--- src/rtl/dmem_pkg.sv ---
// Shared types for the data-memory posted-write buffer.
package dmem_pkg;

    localparam int WB_DEPTH = 4;
    localparam int WB_AW    = 32;
    localparam int WB_DW    = 32;

    typedef struct packed {
        logic [WB_AW-1:0] addr;
        logic [WB_DW-1:0] data;
    } wb_entry_t;

    typedef enum logic [1:0] {
        BUS_IDLE,
        BUS_READ,
        BUS_DRAIN
    } bus_state_e;

endpackage

--- src/rtl/wb_fwd_match.sv ---
// Combinational store-to-load forwarding search: finds the youngest queued
// entry whose word address matches the lookup address.
module wb_fwd_match
    import dmem_pkg::*;
#(
    parameter int DEPTH = WB_DEPTH,
    parameter int AW    = WB_AW,
    parameter int DW    = WB_DW,
    parameter int PW    = $clog2(DEPTH),
    parameter int CW    = $clog2(DEPTH + 1)
) (
    input  wb_entry_t       i_q [DEPTH],
    input  logic [PW-1:0]   i_head,
    input  logic [CW-1:0]   i_count,
    input  logic            i_en,
    input  logic [AW-1:0]   i_addr,
    output logic            o_hit,
    output logic [DW-1:0]   o_data
);

    // Walk oldest to youngest so the last match found wins.
    always_comb begin
        logic [PW-1:0] w_idx;
        o_hit  = 1'b0;
        o_data = '0;
        w_idx  = '0;
        for (int i = 0; i < DEPTH; i++) begin
            w_idx = i_head + PW'(i);
            if (i_en && (CW'(i) < i_count) && (i_q[w_idx].addr[AW-1:2] == i_addr[AW-1:2])) begin
                o_hit  = 1'b1;
                o_data = i_q[w_idx].data;
            end
        end
    end

endmodule

--- src/rtl/dmem_write_buffer.sv ---
// Posted-write buffer between the CPU data port and datamem: stores queue with
// zero wait states, drain on bus cycles free of loads, loads forward from queue.
module dmem_write_buffer
    import dmem_pkg::*;
#(
    parameter int DEPTH = WB_DEPTH,
    parameter int AW    = WB_AW,
    parameter int DW    = WB_DW
) (
    input  logic          clk,
    input  logic          reset,
    input  logic          cpu_memwrite,
    input  logic          cpu_memread,
    input  logic [AW-1:0] cpu_addr,
    input  logic [DW-1:0] cpu_writedata,
    output logic [DW-1:0] cpu_readdata,
    output logic          stall,
    output logic          empty,
    output logic          memwrite,
    output logic          memread,
    output logic [AW-1:0] mem_addr,
    output logic [DW-1:0] mem_writedata,
    input  logic [DW-1:0] mem_readdata
);

    localparam int PW = $clog2(DEPTH);
    localparam int CW = $clog2(DEPTH + 1);

    wb_entry_t     r_q [DEPTH];
    logic [PW-1:0] r_head;
    logic [PW-1:0] r_tail;
    logic [CW-1:0] r_count;

    logic          w_full;
    logic          w_enq;
    logic          w_deq;
    logic          w_hit;
    logic [DW-1:0] w_fwd_data;
    bus_state_e    w_bus;

    assign w_full = (r_count == CW'(DEPTH));
    assign stall  = cpu_memwrite && w_full;
    assign w_enq  = cpu_memwrite && !w_full;
    assign w_deq  = (w_bus == BUS_DRAIN);
    assign empty  = (r_count == '0);

    // Loads own the bus; queued writes only drain on cycles without a load.
    always_comb begin
        if (cpu_memread)
            w_bus = BUS_READ;
        else if (r_count != '0)
            w_bus = BUS_DRAIN;
        else
            w_bus = BUS_IDLE;
    end

    always_comb begin
        memread       = 1'b0;
        memwrite      = 1'b0;
        mem_addr      = '0;
        mem_writedata = '0;
        case (w_bus)
            BUS_READ: begin
                memread  = 1'b1;
                mem_addr = cpu_addr;
            end
            BUS_DRAIN: begin
                memwrite      = 1'b1;
                mem_addr      = r_q[r_head].addr;
                mem_writedata = r_q[r_head].data;
            end
            default: ;
        endcase
    end

    // Entry storage holds data only; validity comes from head/count.
    always_ff @(posedge clk) begin
        if (w_enq)
            r_q[r_tail] <= '{addr: cpu_addr, data: cpu_writedata};
    end

    always_ff @(posedge clk or posedge reset) begin
        if (reset) begin
            r_head  <= '0;
            r_tail  <= '0;
            r_count <= '0;
        end else begin
            if (w_enq)
                r_tail <= r_tail + 1'b1;
            if (w_deq)
                r_head <= r_head + 1'b1;
            case ({w_enq, w_deq})
                2'b10:   r_count <= r_count + 1'b1;
                2'b01:   r_count <= r_count - 1'b1;
                default: r_count <= r_count;
            endcase
        end
    end

    // Forwarding sees only entries present before this cycle's store.
    wb_fwd_match #(
        .DEPTH (DEPTH),
        .AW    (AW),
        .DW    (DW)
    ) u_fwd (
        .i_q     (r_q),
        .i_head  (r_head),
        .i_count (r_count),
        .i_en    (cpu_memread),
        .i_addr  (cpu_addr),
        .o_hit   (w_hit),
        .o_data  (w_fwd_data)
    );

    assign cpu_readdata = w_hit ? w_fwd_data : mem_readdata;

endmodule

--- config.mk ---
export PLATFORM = sky130hd
export DESIGN_NAME = dmem_write_buffer
export DESIGN_NICKNAME = d
export VERILOG_FILES = /design/src/rtl/dmem_pkg.sv /design/src/rtl/wb_fwd_match.sv /design/src/rtl/dmem_write_buffer.sv
export SDC_FILE = /design/constraint.sdc
export NUM_CORES = 1
export LEC_CHECK = 0
export ABC_CLOCK_PERIOD_IN_PS = 4900
export CELL_PAD_IN_SITES_DETAIL_PLACEMENT = 0
export CELL_PAD_IN_SITES_GLOBAL_PLACEMENT = 1
export CORE_ASPECT_RATIO = 1.2
export CORE_MARGIN = 3
export CORE_UTILIZATION = 46
export CTS_CLUSTER_DIAMETER = 120
export DETAILED_ROUTE_END_ITERATION = 10
export PLACE_DENSITY_LB_ADDON = 0.1
export SYNTH_ARGS = -nofsm -noshare
export SYNTH_HDL_FRONTEND = slang
export SYNTH_SLANG_ARGS = --single-unit
export TNS_END_PERCENT = 10
--- constraint.sdc ---
create_clock -name clk -period 4.9 [get_ports clk]
set_input_delay 0.98 -clock clk [delete_from_list [all_inputs] [get_ports clk]]
set_output_delay 0.98 -clock clk [all_outputs]
set_load 0.1 [all_outputs]
Word level (Yosys, flattened, before mapping)
Cells that the tools add are included.

operators by class
  $add $sub $neg = 6
  mux-type cells = 31
  reduce and logical (&&, ||, !) cells = 15
  equality and inequality tests = 9
  $lt $le $gt $ge = 10
  bitwise gates (word level) = 5

operator list
  kind                   count
  $mux W64               9
  $bmux W64 S2           4
  $bwmux W256            1
  $mux W32               6
  $demux W64 S2          1
  $eq A30 B30 Y1         4
  $pmux W32 S2           1
  $ge A3 B3 Y1 const B   5
  $not A2 Y3             5
  $logic_and A1 B1 Y1    11
  $lt A1 B3 Y1 const A   2
  $lt A2 B3 Y1 const A   2
  $mux W1                6
  $pmux W3 S2            1
  $add A2 B1 Y2 const B  2
  $add A2 B2 Y2 const B  2
  $eq A2 B1 Y1 const B   2
  $eq A2 B2 Y1 const B   2
  $mux W2                2
  $add A3 B1 Y3 const B  1
  $eq A3 B3 Y1 const B   1
  $logic_not A3 Y1       1
  $lt A3 B1 Y1 const B   1
  $reduce_bool A3 Y1     1
  other kinds (3)        3

word-level totals
  bits of input ports = 100
  logic and storage cells = 87
  flip-flop bits (word level) = 263

Depth between registers and ports, before layout
  word-level depth = 11
  gate-level depth with buffers = 16

Hierarchy
Synthesis repeated with hierarchy kept, for this count alone.

unflattened totals
  cells, all modules = 1504
  area total of the unflattened synthesis = 18977.0 sq um

modules (own cells, without submodules)
  module             area each (sq um)  instances  sequential area each (sq um)  cells each
  dmem_write_buffer  10558.9            1          7862.5                        485
  wb_fwd_match       8418.1             1          0.0                           1019

Least setup slack after synthesis
Ideal clock, no wire load.

  path type = flip-flop to output port
  start = register r_head[0]
  end = output mem_addr[17]
  path buffers = 7
  stages on the path, launching flop included = 11
  arrival time = 4.420 ns
  setup slack = -0.500 ns
  cell sequence = dfrtp_1 > buf_6 > inv_1 > buf_2 > buf_2 > buf_2 > buf_1 > clkbuf_1 > buf_1 > a21oi_1 > o21ai_0

between the ends
  longest elaborated chain between the ends = 5

ends and longest elaborated chain
  item                              line                     RTL
  start, declared                   dmem_write_buffer.sv:30  logic [PW-1:0] r_head;
  start signal, assigned            dmem_write_buffer.sv:91  r_head <= r_head + 1'b1;
  $not A2 Y3 (not written as such)  dmem_write_buffer.sv:69  mem_addr = r_q[r_head].addr;
  $bmux W64 S2                      dmem_write_buffer.sv:69
  $mux W64 (2 in series)            -
  $pmux W32 S2                      dmem_write_buffer.sv:62  case (w_bus)
  end, declared                     dmem_write_buffer.sv:21  output logic [AW-1:0] mem_addr,

No other way between the ends. The select of a mux whose other input is x is not followed.

Worst setup path after layout
  start = register r_head[1]
  end = output cpu_readdata[16]

between the ends
  longest elaborated chain between the ends = 11
  elaborated cells between the ends (all ways) = 36
  classes of those cells = 3 x add/sub; 4 x eq/ne; 21 x mux; 4 x bitwise; 4 x reduce/logical

ends and longest elaborated chain
  item                                                              line                                                        RTL
  $add A2 B1 Y2 or $not A2 Y3 (tied branches)                       wb_fwd_match.sv:28, wb_fwd_match.sv:29, wb_fwd_match.sv:31
  $not A2 Y3 (not written as such) or $bmux W64 S2 (tied branches)  wb_fwd_match.sv:29, wb_fwd_match.sv:31
  $bmux W64 S2 or $mux W64 (tied branches)                          wb_fwd_match.sv:29, wb_fwd_match.sv:31
  $mux W64 (on tied branches)                                       wb_fwd_match.sv:29, wb_fwd_match.sv:31
  $mux W64 (not written as such) or $eq A30 B30 Y1 (tied branches)  wb_fwd_match.sv:31, wb_fwd_match.sv:29
  $eq A30 B30 Y1 or $logic_and A1 B1 Y1 (tied branches)             wb_fwd_match.sv:29                                          if (i_en && (CW'(i) < i_count) && (i_q[w_idx].addr[AW-1:2] == i_addr[AW-1:2])) begin
  $logic_and A1 B1 Y1, or another cell as far along                 wb_fwd_match.sv:29
  $mux W32 or $mux W1 (tied branches) (3 in series)                 wb_fwd_match.sv:29
  $mux W32 *                                                        dmem_write_buffer.sv:115                                    assign cpu_readdata = w_hit ? w_fwd_data : mem_readdata;
  end, declared                                                     dmem_write_buffer.sv:16                                     output logic [DW-1:0] cpu_readdata,

Mark *: on every way between the ends. The rest lies on a longest branch, timed or not. The select of a mux whose other input is x is not followed.

==> results.cfg <==
[logic_synthesis]
ys_async_sr_fraction_pct = 2.66
synth-edff-count = 256
synth_cells = 1576
yosys_warnings = 0
ys_ff_latch = 263
yosys.area.top_type = edfxtp_1
syn_nets = 1685
synth_area_leaders = edfxtp_1, mux2i_1, mux2_2
synth_ff_type = edfxtp_1
avgSynthCellArea_um2 = 11.1
yosysSeqAreaShare_pct = 45.1
syn_area_um2 = 17400
ys_types = 76
synth_top_area_share_pct = 44.1

[grt]
grt_overflow = 0
met2_usage_pct = 51.4
antenna_found_initial = 2
top_usage_layer = met2
grt_usage_pct = 29.1
grt_max_degree = 84
gr-usage-met3_pct = 4.34
grt_pass1_wl_um = 89200
first_global_vias = 14900
met1_usage_pct = 35.2

[place]
hpwl_um = 40800
placed_cell_area_um2 = 21500
portBuffers = 199
place_congestion = 0.946
place_ws_ns = -0.430

[drt]
dr.first_iter.drc_count = 1092
ant_nets = 0
vias = 14600
dr.pass1.iters = 7
wl_per_cell_um = 24.8
route.detailed.drc = 0
totalWireLength_um = 60100
via_per_inst = 6.02

[final_layout]
final-seq-area_um2 = 7870
final_common_cell = buf_4
final_cell_mix = buf_4, edfxtp_1, mux2i_1
area_delta_synth_final_pct = 36.1
multi_input_comb_area_um2 = 9440
fin_nets = 2035
drive_above_1_share_pct = 33.9
design_area_um2 = 23700
n_fill_cell = 2925

[floorplan]
core_um2 = 37100
num_io_pins = 200
die_w_um = 184
fp.dieH_um = 219
start_util_pct = 47.0
row_count = 77
die-area_um2 = 40300

[critical_path]
worstSetupStartpointType = register
path_buf_inv = 6
critPathRequiredTime_ns = 3.92
critPathKind = register to output port
crit_top_cell = buf_6
end_kind = output port
slowest_delay_ns = 0.52
critPathTopFamily = compound AO/OA/AOI/OAI gates
crit_chain = buf_6 > buf_12 > buf_16 > mux2i_4 > xnor2_2 > o21a_1 > a2111o_1 > nor4_4 > and3_4 > buf_6 > buf_6 > a2111oi_2 > a211oi_2 > nand3_2 > buf_12
crit_arrival_ns = 4.22
slowest_stage = dfrtp_4
critPathMaxFanout = 6

[clock_tree]
cts_sinks = 263
clkLatencyLatePin_ns = 0.57
cts_tree = done
h-tree-depth = 1
clk_pin_slew_worst_paths_ns = 0.06
numCtsBuffers = 30
cts_root_buf = clkbuf_16
clockBufferDepth = 3

[pwr]
internal-power_mw = 7.85
p_leak_nw = 9.06
p_total_mw = 14.6
power_frac_seq_pct = 22.1
p_switching_mw = 6.76
power_density_nw_per_um2 = 616
power_frac_comb_pct = 61.7
pwr-share-clk_pct = 16.2
ir_drop_mv = 0.347
sw_frac_of_total_pct = 46.2

[timing]
finalSetupViolCount = 32
setup_tns_ns = -7.78
max_freq_ghz = 0.192
fin_crit_ns = 5.20
setup_slack_ns = -0.305
tightest_slew_ns = 0.964
slew_violations = 0
hold_viol = 0
rsz0062_at_grt = yes
fin_hold_ws_ns = 0.613
skew_ns = 0.00890
fin_crit_sh_pct = 106
slew_headroom_pct = 35.5

[run_status]
violations = negative setup slack
status = finished, violations left

[hold_path]
hold_class = register to register

[run]
drv_cap = 0
==> final timing paths <==
kind / to / cells after the start / startpoint / slack (ns)
worst max-delay path: cpu_readdata[16] / 15 / r_head[1] / -0.30
worst min-delay path: r_count[1] / 2 / r_count[1] / 0.61
worst max register to register: r_count[2] / 10 / r_count[0] / 1.94
worst min register to register: r_count[1] / 2 / r_count[1] / 0.61
max in group asynchronous: r_head[1] / 2 / reset / 3.86
min in group asynchronous: r_tail[1] / 2 / reset / 0.70
==> tightest hold or removal path, cell delays in order, from the launching register on <==
cell	delay [ns]
dfrtp_1	0.44
nand2_1	0.07
o21ai_0	0.07
==> cell usage after synthesis, types with 8 or more instances <==
master / n
nor3_1: 29
a211oi_1: 16
nand2_1: 147
a2111oi_0: 9
o221ai_1: 33
a21oi_1: 87
nand2b_1: 31
nor2_1: 37
buf_6: 14
xor2_1: 21
nor4_1: 15
clkbuf_1: 61
mux2i_1: 198
a22o_1: 13
ha_1: 9
buf_1: 17
and2_1: 42
o21ai_0: 80
or2_2: 34
inv_1: 21
a222oi_1: 16
buf_4: 9
nand4_1: 16
o22ai_1: 13
mux2_2: 70
xnor2_1: 84
buf_2: 36
edfxtp_1: 256
and3_1: 8
nand3_1: 40
mux4_2: 25
a32o_1: 12
==> logic make-up after synthesis <==
family,share of synthesized area [%]
AO/OA/AOI/OAI,12.9
XOR/XNOR,5.27
adder cells (fa/ha/maj),0.646
buffers and inverters,4.46
flip-flops,45.1
multiplexers,19.5
AND/OR/NAND/NOR,12.1
==> cell type report <==
type | instances | area share [%]
clock buffers | 32 | 3.29
repair buffers | 454 | 19.8
flip-flops and latches | 263 | 33.2
diodes | 1 | 0.0105
inverters | 21 | 0.343
clock inverters | 24 | 1.08
multi-input cells | 1156 | 39.8
well taps | 474 | 2.50
==> registers in the layout, summed over array words and instances (netlist names) <==
signal   cells
r_q        256
r_count      3
r_head       2
r_tail       2
==> routing by layer <==
layer,share of wire (%),wire (um)
met1,38,23100
met2,50,30200
met3,6.5,3880
met4,4.8,2890
met5,0.033,20
==> stage by stage <==
stage | util [%] | instances
6_report | 64.0 | 2425
2_1_floorplan | - | 1576
4_1_cts | 63.3 | 2424
3_3_place_gp | 57.8 | 2324
3_5_place_dp | 57.8 | 2324
5_1_grt | 64.0 | 2425
==> power groups by stage <==
stage / Combinational [mW] / Clock [mW] / Sequential [mW]
after detailed placement: 8.31 / 0 / 3.26
after global routing: 9.49 / 2.49 / 3.27
final: 9.02 / 2.36 / 3.23
after global placement: 8.29 / 0 / 3.23
after CTS: 8.91 / 2.40 / 3.22
after floorplan: 5.90 / 0 / 3.19
==> timing repair <==
action,4_1_cts,5_1_grt
hold endpoints to repair,0,0
endpoints found under the setup margin,33,44
hold buffers,0,0
gates cloned,8,0
resized for setup,116,48
pin swaps,70,8
buffers inserted,37,1
(Power assumes the default switching activity.)
